**config.mk**
```make
export PLATFORM = sky130hd
export DESIGN_NAME = btn_debounce
export DESIGN_NICKNAME = d
export VERILOG_FILES = /design/src/rtl/btn_debounce_pkg.sv /design/src/rtl/btn_debounce_ch.sv /design/src/rtl/btn_debounce.sv
export SDC_FILE = /design/constraint.sdc
export NUM_CORES = 1
export LEC_CHECK = 0
export ABC_AREA = 1
export CAP_MARGIN = 20
export CORE_MARGIN = 5
export CORE_UTILIZATION = 25
export DETAILED_ROUTE_END_ITERATION = 10
export GPL_TIMING_DRIVEN = 0
export PLACE_DENSITY = 0.49
export REMOVE_ABC_BUFFERS = 1
export SLEW_MARGIN = 20
export SYNTH_ARGS = -nofsm -noshare
export SYNTH_HDL_FRONTEND = slang
export SYNTH_SLANG_ARGS = --single-unit
```
**constraint.sdc**
```tcl
create_clock -name CLK50MHz -period 1.5 [get_ports CLK50MHz]
set_input_delay 0.15 -clock CLK50MHz [delete_from_list [all_inputs] [get_ports CLK50MHz]]
set_output_delay 0.15 -clock CLK50MHz [all_outputs]
set_load 0.02 [all_outputs]
```
**src/rtl/btn_debounce_pkg.sv**
```systemverilog
// Shared definitions for the push-button debouncer: FSM state encoding,
// counter width and the default stability window.
package btn_debounce_pkg;

    localparam int unsigned CNT_W                   = 24;
    localparam int unsigned DEBOUNCE_CYCLES_DEFAULT = 1000000;

    typedef enum logic [1:0] {
        STABLE_LO = 2'd0,
        CHK_HI    = 2'd1,
        STABLE_HI = 2'd2,
        CHK_LO    = 2'd3
    } deb_state_e;

    // Terminal count reached on the last stable cycle of the window.
    function automatic logic [CNT_W-1:0] last_count(input int unsigned cycles);
        return CNT_W'(cycles - 1);
    endfunction

endpackage

```
**src/rtl/btn_debounce_ch.sv**
```systemverilog
// One debounce channel: 2-flop synchronizer, 4-state stability FSM with a
// 24-bit window counter, and registered level/press/release outputs.
module debounce_ch
    import btn_debounce_pkg::*;
#(
    parameter int unsigned DEBOUNCE_CYCLES = DEBOUNCE_CYCLES_DEFAULT
) (
    input  logic clk_i,
    input  logic rst_ni,
    input  logic btn_i,
    output logic level_o,
    output logic press_o,
    output logic release_o
);

    localparam logic [CNT_W-1:0] CNT_LAST = last_count(DEBOUNCE_CYCLES);

    logic [1:0]       sync_q;
    logic             sync;
    deb_state_e       state_q, state_d;
    logic [CNT_W-1:0] cnt_q, cnt_d;
    logic             level_q, level_d;
    logic             press_q, press_d;
    logic             release_q, release_d;

    assign sync = sync_q[1];

    always_ff @(posedge clk_i) begin
        if (!rst_ni) begin
            sync_q    <= '0;
            state_q   <= STABLE_LO;
            cnt_q     <= '0;
            level_q   <= 1'b0;
            press_q   <= 1'b0;
            release_q <= 1'b0;
        end else begin
            sync_q    <= {sync_q[0], btn_i};
            state_q   <= state_d;
            cnt_q     <= cnt_d;
            level_q   <= level_d;
            press_q   <= press_d;
            release_q <= release_d;
        end
    end

    // Counter leaves the CHK states at CNT_LAST, so it can never wrap.
    always_comb begin
        state_d   = state_q;
        cnt_d     = cnt_q;
        level_d   = level_q;
        press_d   = 1'b0;
        release_d = 1'b0;
        case (state_q)
            STABLE_LO: begin
                if (sync) begin
                    state_d = CHK_HI;
                    cnt_d   = '0;
                end
            end
            CHK_HI: begin
                if (!sync) begin
                    state_d = STABLE_LO;
                    cnt_d   = '0;
                end else if (cnt_q == CNT_LAST) begin
                    state_d = STABLE_HI;
                    cnt_d   = '0;
                    level_d = 1'b1;
                    press_d = 1'b1;
                end else begin
                    cnt_d = cnt_q + CNT_W'(1);
                end
            end
            STABLE_HI: begin
                if (!sync) begin
                    state_d = CHK_LO;
                    cnt_d   = '0;
                end
            end
            CHK_LO: begin
                if (sync) begin
                    state_d = STABLE_HI;
                    cnt_d   = '0;
                end else if (cnt_q == CNT_LAST) begin
                    state_d   = STABLE_LO;
                    cnt_d     = '0;
                    level_d   = 1'b0;
                    release_d = 1'b1;
                end else begin
                    cnt_d = cnt_q + CNT_W'(1);
                end
            end
            default: begin
                state_d = STABLE_LO;
                cnt_d   = '0;
                level_d = 1'b0;
            end
        endcase
    end

    assign level_o   = level_q;
    assign press_o   = press_q;
    assign release_o = release_q;

endmodule

```
**src/rtl/btn_debounce.sv**
```systemverilog
// N_BTN independent push-button debouncers sharing one clock and reset;
// every output comes straight from a channel register.
module btn_debounce
    import btn_debounce_pkg::*;
#(
    parameter int unsigned N_BTN           = 4,
    parameter int unsigned DEBOUNCE_CYCLES = DEBOUNCE_CYCLES_DEFAULT
) (
    input  logic             CLK50MHz,
    input  logic             RST_N,
    input  logic [N_BTN-1:0] BTN,
    output logic [N_BTN-1:0] BTN_LEVEL,
    output logic [N_BTN-1:0] BTN_PRESS,
    output logic [N_BTN-1:0] BTN_RELEASE
);

    for (genvar g = 0; g < N_BTN; g++) begin : g_ch
        debounce_ch #(
            .DEBOUNCE_CYCLES(DEBOUNCE_CYCLES)
        ) u_ch (
            .clk_i    (CLK50MHz),
            .rst_ni   (RST_N),
            .btn_i    (BTN[g]),
            .level_o  (BTN_LEVEL[g]),
            .press_o  (BTN_PRESS[g]),
            .release_o(BTN_RELEASE[g])
        );
    end

endmodule

```
---- Word level (Yosys, flattened, before mapping) ----
Index checks and enable logic that the tools add are counted.
word-level totals
  bits in registers ....................... 124
  bits in latches ......................... 0
  memory bits (writable) .................. 0
  bits in read-only memories .............. 0
  output and inout bits ................... 12
  logic and storage cells ................. 185
  memories ................................ 0
operators by class
  $add $sub $neg .......................... 4
  $mul .................................... 0
  div/mod/pow operators ................... 0
  magnitude comparators ................... 0
  equal/unequal tests ..................... 48
  shifts and indexed selects .............. 0
  multiplexer cells ....................... 76
  bitwise logic cells ..................... 5
  reduce and logical (&&, ||, !) cells .... 28
operators by type and width
  operator               count
  $mux 24                20
  $pmux 24 s4            4
  $add 24x1->24 const B  4
  $eq 24x20->1 const B   4
  $mux 2                 24
  $ne 2x1->1 const B     16
  $pmux 2 s4             4
  $mux 1                 20
  $reduce_and 5->1       4
  $eq 2x2->1 const B     8
  $ne 2x2->1 const B     8
  $reduce_and 4->1       4
  $ne 3x1->1 const B     4
  $ne 3x3->1 const B     4
  $reduce_and 3->1       4
  $reduce_or 3->1        4
  $eq 2x1->1 const B     4
  $logic_not 2->1        4
  $pmux 1 s2             4
  $reduce_and 2->1       4
  $reduce_bool 2->1      4
  $not 1->1              5

---- Depth between registers and ports, before layout ----
Gate-level depths: netlist of the first run.
  word-level depth ........................ 4
  mapped depth ............................ 13

---- Cells and area by module ----
A second synthesis of the first run with hierarchy kept.
unflattened totals
  cells, all modules ...................... 1,035
  area total of the unflattened synthesis .. 6,810.3 µm²
by module, submodules not included
  module                           times used  cells each  area an instance (µm²)
  debounce_ch at g_ch[1].u_ch ...  2           252         1,671.6
  debounce_ch at g_ch[0].u_ch      1           285         1,814.2
  debounce_ch at g_ch[3].u_ch      1           246         1,652.8

---- Worst setup path after synthesis of the first run ----
OpenSTA, ideal clock, no wires.
  path kind ............................... register -> register
  start ................................... register g_ch[0].u_ch.cnt_q[0]
  end ..................................... register g_ch[0].u_ch.cnt_q[0]
  data arrival time ....................... 1.431 ns
  required time ........................... 1.385 ns
  setup slack ............................. -0.046 ns
  cell stages (with the launch flop) ...... 11
  buffers on the path ..................... 1
  clock period less this slack ............ 1.546 ns
  cells stage by stage .................... dfxtp_1 ha_1 nand2_2 nor2_8 nand2_4 nor2_4 nand2_4 nand2_4 inv_4 buf_6 o21a_1
on the way
  longest elaborated chain between the ends .. 4
RTL lines
  item                                           line                                          source
  start: declaration                             btn_debounce_ch.sv:21                         logic [CNT_W-1:0] cnt_q, cnt_d;
  start signal: assignment                       btn_debounce_ch.sv:39                         cnt_q <= cnt_d;
  $add 24x1->24 or $eq 24x20->1 (tied branches)  n/a
  $mux 24 *                                      btn_debounce_ch.sv:64, btn_debounce_ch.sv:83
  $mux 24 (on tied branches)                     btn_debounce_ch.sv:80, btn_debounce_ch.sv:61
  $pmux 24 s4 *                                  btn_debounce_ch.sv:53                         case (state_q)
Mark *: on every way between the ends. The rest lies on a longest branch, timed or not.
A chain may end at the register's enable or synchronous reset.

---- Final worst setup path of the first run ----
  start ................................... register g_ch[3].u_ch.cnt_q[0]
  end ..................................... register g_ch[3].u_ch.cnt_q[0]
on the way
  longest elaborated chain between the ends .. 4
RTL lines
  item                                           line
  start: declaration                             btn_debounce_ch.sv:21
  start signal: assignment                       btn_debounce_ch.sv:39
  $add 24x1->24 or $eq 24x20->1 (tied branches)  n/a
  $mux 24 *                                      btn_debounce_ch.sv:64, btn_debounce_ch.sv:83
  $mux 24 (on tied branches)                     btn_debounce_ch.sv:80, btn_debounce_ch.sv:61
  $pmux 24 s4 *                                  btn_debounce_ch.sv:53
Marks and branches as above.

==> results.py, run 1 <==
metrics = {
    "min_path": {
        "min_from": "RST_N",
        "hold_class": "primary input to register",
        "hold_path_end": "g_ch[0].u_ch.cnt_q[2]$_SDFFE_PN0P_",
        "holdPathStages": 3,
    },
    "timing": {
        "setup_slack_ns": -0.06775,
        "min_period_ns": 1.568,
        "finalMaxSlewViolations": 0,
        "rsz0062_at_grt": "yes",
        "hold_violations": 0,
        "tightest_slew_ns": 0.4724,
        "max-slew-margin-rel_pct": 68.47,
        "clock_skew_ns": 0.01054,
        "finalCritPeriodShare_pct": 104.5,
        "timing.hold.ws_ns": 0.1026,
        "fmax_ghz": 0.6379,
        "finalSetupTns_ns": -0.4423,
        "setup_viol": 23,
    },
    "synthesis": {
        "yosys.area.top_type": "dfxtp_1",
        "synth-async-reset-ratio_pct": 0,
        "mappedNetlistArea_um2": 7154,
        "synth.distinct_cells": 40,
        "synth_edf_count": 0,
        "netlist_instances": 1128,
        "yosysMostFrequentCell": "nand2_1",
        "netlist_top_cells_area": "dfxtp_1 (35%), nand2_1 (18%), inv_1 (7.2%), nor2_1 (7.0%), nand3_1 (5.2%)",
        "synth_ff_type": "dfxtp_1",
        "seq_area_frac_synth_pct": 34.70,
        "ys_ff_latch": 124,
        "synth_commonest_cells": "nand2_1 (349), inv_1 (138), nor2_1 (133)",
        "avgSynthCellArea_um2": 6.343,
        "yosys_warnings": 0,
        "synth_top_area_share_pct": 34.70,
    },
    "floorplanning": {
        "io_pins": 18,
        "die-area_um2": 32100,
        "die_h_um": 179.2,
        "die_w_um": 179.2,
        "coreArea_um2": 28470,
        "start_util_pct": 25.13,
        "floorplan.rows": 62,
    },
    "global_route": {
        "busiest_layer": "met2",
        "overflow": 0,
        "gr-usage-all-layers_pct": 12.15,
        "grt_pass1_vias": 6534,
        "grt_util_met1_pct": 16.44,
        "antenna_found_initial": 0,
        "grt_start_max_net_pins": 58,
        "use_met2_pct": 19.55,
        "grt_pass1_wl_mm": 31.86,
        "gr-usage-met3_pct": 2.973,
    },
    "critical_path": {
        "required_ns": 1.81,
        "endpoint_kind": "register",
        "crit_type": "register to register",
        "r2r_start": "g_ch[3].u_ch.cnt_q[0]$_SDFFE_PN0P_",
        "reg2regPathDepth": 9,
        "cp_max_fo": 10,
        "timing.rr.end": "g_ch[3].u_ch.cnt_q[0]$_SDFFE_PN0P_",
        "startpoint_type": "register",
        "cp.arrival_ns": 1.88,
        "rrSetupSlack_ns": -0.07,
    },
    "routing": {
        "drt_iter0_drc": 370,
        "drt-vias-per-instance": 4.509,
        "via_count": 7151,
        "wl_mm": 19.78,
        "ant_nets": 0,
        "drc": 0,
        "wire_per_inst_um": 12.47,
        "dr.pass1.iters": 5,
    },
    "finish": {
        "layout-drive-gt1-share_pct": 27.12,
        "antennaDiodeCount": 0,
        "n_fill_cell": 3067,
        "regArea_um2": 2557,
        "syn_to_final_growth_pct": 35.41,
        "final_util_pct": 34.03,
        "multi_input_area_um2": 4736,
        "nets": 1199,
    },
    "place": {
        "io_buffers": 17,
        "hpwl_mm": 12.57,
        "place_congestion": 0.8393,
        "pre_cts_ws_ns": -0.3737,
    },
    "clocking": {
        "clockRootBuffer": "clkbuf_16",
        "clockBufferDepth": 2,
        "cts_tree": "yes",
        "numCtsBuffers": 17,
        "cts_hold_buf": 0,
        "cts_max_level": 4,
        "clk_pin_slew_ns": 0.06,
        "cts_sinks": 124,
        "clock_latency_ns": 0.43,
    },
    "pwr": {
        "power_density_nw_per_um2": 861.3,
        "power.total_mw": 8.344,
        "leakagePower_nw": 3.813,
        "irDropWorstVdd_mv": 0.7130,
    },
    "outcome": {
        "status": "finished with violations",
        "violations": "negative setup slack",
    },
    "run": {
        "cap_viol_max_count": 0,
    },
}
-- worst max-delay path by stage --
stage	start	to	slack, ns	cells past startpoint
2_1_floorplan	register	g_ch[2].u_ch.cnt_q[0]$_SDFFE_PN0P_	-0.19	5
3_3_place_gp	RST_N	g_ch[0].u_ch.release_o$_SDFF_PP0_	-4.79	3
3_5_place_dp	g_ch[1].u_ch.cnt_q[1]$_SDFFE_PN0P_	g_ch[1].u_ch.cnt_q[22]$_SDFFE_PN0P_	-0.37	10
4_1_cts	g_ch[2].u_ch.cnt_q[6]$_SDFFE_PN0P_	g_ch[2].u_ch.cnt_q[14]$_SDFFE_PN0P_	-0.06	10
5_1_grt	g_ch[2].u_ch.cnt_q[11]$_SDFFE_PN0P_	g_ch[2].u_ch.cnt_q[22]$_SDFFE_PN0P_	-0.17	8
6_report	g_ch[3].u_ch.cnt_q[0]$_SDFFE_PN0P_	g_ch[3].u_ch.cnt_q[0]$_SDFFE_PN0P_	-0.07	9
-- repair_timing --
action,4_1_cts,5_1_grt
buffers inserted,31,15
pin swaps,24,59
gates resized for setup,107,172
setup endpoints to repair,120,110
cloned,4,5
-- flip-flops by register name, summed over array words and instances, names as in the netlist, named ones only --
register	cells
g_ch.u_ch.cnt_q	96
g_ch.u_ch.sync_q	8
g_ch.u_ch.level_o	4
g_ch.u_ch.press_o	4
g_ch.u_ch.release_o	4
g_ch.u_ch.state_q	4
-- cell usage in the layout, fill, tap and decap left out, types with 16 or more instances in the layout --
master / synthesis / layout
nand2_1: 349 / 320
inv_1: 138 / 128
nor2_1: 133 / 107
dfxtp_1: 124 / 78
a21oi_1: 68 / 55
nand3_1: 74 / 51
dfxtp_2: 0 / 39
nand4_1: 37 / 37
buf_4: 13 / 35
nor2_4: 9 / 34
o21ai_0: 42 / 33
nand2_2: 12 / 27
nand3_2: 4 / 18
clkbuf_16: 0 / 18
nand2_4: 5 / 16
nor2_2: 13 / 16
-- power breakdown --
part / switching, mW / total [mW] / leakage (nW) / internal [mW]
clock: 1.61 / 4.15 / 0.287 / 2.55
sequential: 0.0529 / 3.38 / 1.03 / 3.32
combinational: 0.544 / 0.814 / 2.50 / 0.269
-- final cells by class --
type,instances,area share (%)
clock buffer,20,4.714
tap,384,4.959
timing repair inverter,4,0.3616
timing repair buffer,67,7.155
clock inverter,12,1.421
sequential,124,26.40
inverter,149,6.109
multi-input combinational,826,48.88
-- kinds of logic after synthesis --
group	Yosys count	share of synthesized area, %
AND/OR/NAND/NOR	665	41.38
buffers and inverters	182	10.70
AO/OA/AOI/OAI	136	10.23
flip-flops	124	34.70
XOR/XNOR	17	2.291
adder cells (fa/ha/maj)	4	0.6996
-- layer usage --
layer / share of wire, % / wire length [um]
met3: 3.2 / 631
met1: 49 / 9733
met5: 0 / 0
met4: 1.4 / 270
met2: 46 / 9141
-- stage by stage --
step                      instance area, um^2  cells
final                                    9688   1586
after global routing                     9688   1586
after CTS                                8945   1566
after detailed placement                 7675   1499
after global placement                   7604   1496
after floorplan                          6953   1095
-- worst max-delay path: stages, from the launching register on --
cell	delay [ns]
dfxtp_4	0.37
ha_4	0.15
nand2_4	0.07
nor2_4	0.12
nand2_4	0.08
nor2_4	0.14
nand2_4	0.13
nand2_8	0.16
inv_8	0.06
o21a_1	0.16
No activity file was read; power rests on OpenSTA's default activity.
==> inputs of run 2 (changes only) <==
- CORE_UTILIZATION: 25 -> 56
- PLACE_DENSITY: 0.49 -> 0.85
==> run 2 against run 1 <==
- the flow still finishes with violations (negative setup slack)
- first-iteration DRC count rose to 2.7 times the previous value
- die area fell by 53%
- clock power fell by 1%
- final cell count fell by 12%
- critical path depth fell by 2
- highest routed layer unchanged
- cell area fell by 0.84%
- combinational power rose by 19%
==> results.py, run 2 (synthesized netlist as in run 1, its figures left out) <==
metrics = {
    "outcome": {
        "status": "finished with violations",
        "violations": "negative setup slack",
    },
    "clocking": {
        "clockRootBuffer": "clkbuf_16",
        "clock_latency_ns": 0.43,
        "cts_hold_buf": 0,
        "cts_tree": "yes",
        "numCtsBuffers": 17,
        "clk_pin_slew_ns": 0.06,
        "cts_max_level": 4,
        "cts_sinks": 124,
        "clockBufferDepth": 2,
    },
    "timing": {
        "finalCritPeriodShare_pct": 118.1,
        "min_period_ns": 1.772,
        "finalSetupTns_ns": -6.825,
        "tightest_slew_ns": 0.4356,
        "setup_slack_ns": -0.2715,
        "max-slew-margin-rel_pct": 70.96,
        "setup_viol": 84,
        "clock_skew_ns": 0.009404,
        "finalMaxSlewViolations": 0,
        "rsz0062_at_grt": "yes",
        "fmax_ghz": 0.5645,
        "hold_violations": 0,
    },
    "pwr": {
        "pwr-share-clk_pct": 48.7,
        "power.total_mw": 8.447,
        "switching_share_pct": 25.39,
        "p_comb_share_pct": 11.4,
        "power_density_nw_per_um2": 879.3,
        "intPower_mw": 6.303,
        "leakagePower_nw": 3.940,
        "p_sw_mw": 2.145,
        "irDropWorstVdd_mv": 0.8187,
        "p_seq_share_pct": 39.9,
    },
    "floorplanning": {
        "io_pins": 18,
        "start_util_pct": 56.92,
        "die_h_um": 123.0,
        "die-area_um2": 15140,
        "die_w_um": 123.0,
        "coreArea_um2": 12570,
        "floorplan.rows": 41,
    },
    "global_route": {
        "grt_pass1_vias": 7384,
        "gr-usage-all-layers_pct": 26.46,
        "grt_pass1_wl_mm": 32.56,
        "grt_start_max_net_pins": 61,
        "overflow": 0,
        "antenna_found_initial": 0,
    },
    "finish": {
        "final_cells": 1398,
        "largest_reg_flops": 96,
        "regArea_um2": 2550,
        "mostFrequentLayoutCell": "nand2_1",
        "n_fill_cell": 790,
        "nets": 1223,
        "mostFrequentLayoutCells": "nand2_1 (317), inv_1 (129), nor2_1 (99)",
        "layout-drive-gt1-share_pct": 28.38,
        "largestRegisters": "g_ch.u_ch.cnt_q: 96 flops, g_ch.u_ch.sync_q: 8 flops",
        "syn_to_final_growth_pct": 34.28,
        "multi_input_area_um2": 4766,
        "final_util_pct": 76.44,
        "antennaDiodeCount": 0,
        "top_register": "g_ch.u_ch.cnt_q",
    },
    "place": {
        "place_congestion": 0.9145,
        "hpwl_mm": 11.25,
        "io_buffers": 17,
        "dp.cells": 1286,
    },
    "critical_path": {
        "crit_top_cell": "inv_1",
        "crit_chain": "xor2_4 -> nand2_4 -> inv_1 -> nand2_2 -> o21ai_0 -> nand2_1 -> inv_1",
        "critical_path.top_delay_family": "flip-flops",
        "slowest_delay_ns": 0.52,
        "cp.arrival_ns": 2.13,
        "cp_max_fo": 7,
        "endpoint_kind": "register",
        "slowest_stage": "dfxtp_1",
        "crit_type": "register to register",
        "startpoint_type": "register",
        "required_ns": 1.86,
        "crit_buf_inv": 2,
    },
    "routing": {
        "wire_per_inst_um": 16.70,
        "via_count": 8234,
        "dr.pass1.iters": 6,
        "drc": 0,
        "wl_mm": 23.35,
        "ant_nets": 0,
        "drt_iter0_drc": 1003,
        "drt-vias-per-instance": 5.890,
    },
    "run": {
        "cap_viol_max_count": 0,
    },
    "min_path": {
        "hold_class": "primary input to register",
    },
}
[run 2: power groups by stage]
stage,Clock [mW],Combinational [mW],Sequential [mW]
6_report,4.11,0.967,3.37
2_1_floorplan,0,0.319,3.43
4_1_cts,4.07,0.668,3.37
5_1_grt,4.28,1.00,3.37
3_3_place_gp,0,0.477,3.44
3_5_place_dp,0,0.491,3.44
[run 2: cell type report]
type                            instances  area share [%]
Clock buffer                           26           5.197
Clock inverter                          6          0.8726
Inverter                              149           6.226
Multi-Input combinational cell        827           49.61
Sequential cell                       124           26.54
Tap cell                              172           2.240
Timing Repair Buffer                   90           8.830
Timing Repair inverter                  4          0.4819
[run 2: timing repair]
action | 4_1_cts | 5_1_grt
setup buffers | 39 | 33
pin swaps | 22 | 59
gates cloned | 5 | 4
setup endpoints to repair | 114 | 113
resized for setup | 111 | 187
[run 2: final timing paths]
check / start / end / depth (start not counted) / slack, ns
worst max register to register: register / g_ch[2].u_ch.cnt_q[2]$_SDFFE_PN0P_ / 7 / -0.27
worst min register to register: g_ch[2].u_ch.sync_q[0]$_SDFF_PN0_ / g_ch[2].u_ch.sync_q[1]$_SDFF_PN0_ / 2 / 0.41
worst max-delay path: register / g_ch[2].u_ch.cnt_q[2]$_SDFFE_PN0P_ / 7 / -0.27
worst min-delay path: RST_N / g_ch[2].u_ch.cnt_q[16]$_SDFFE_PN0P_ / 3 / 0.13
[run 2: worst reg2reg max path, delay by kind of cell (launching register included)]
| kind | cells | cell delay [ns] |
|---|---|---|
| xor gates and xnor gates | 1 | 0.30 |
| DFF | 1 | 0.52 |
| and+or+nand+nor | 3 | 0.39 |
| buffers and inverters | 2 | 0.20 |
| AOI/OAI and AO/OA | 1 | 0.29 |
[run 2: per-layer routing]
layer  part of all wire (%)  track usage (%)  vias to the layer above
li1                       -                -                     3754
met1                     37            30.95                     3783
met2                     49            44.62                      543
met3                    8.3            7.045                      154
met4                    5.2            13.49                        0
met5                      0                0                        -
[run 2: metrics by stage]
step | instance area [um^2] | hold slack, ns | setup slack (ns)
detailed placement | 7378 | 0.4023 | -0.4483
floorplan | 6953 | 0.2435 | -0.1944
global route | 9607 | 0.1416 | -0.2924
CTS | 8690 | 0.09462 | -0.04158
global placement | 7338 | 0.3965 | -4.171
finish | 9607 | 0.1261 | -0.2715
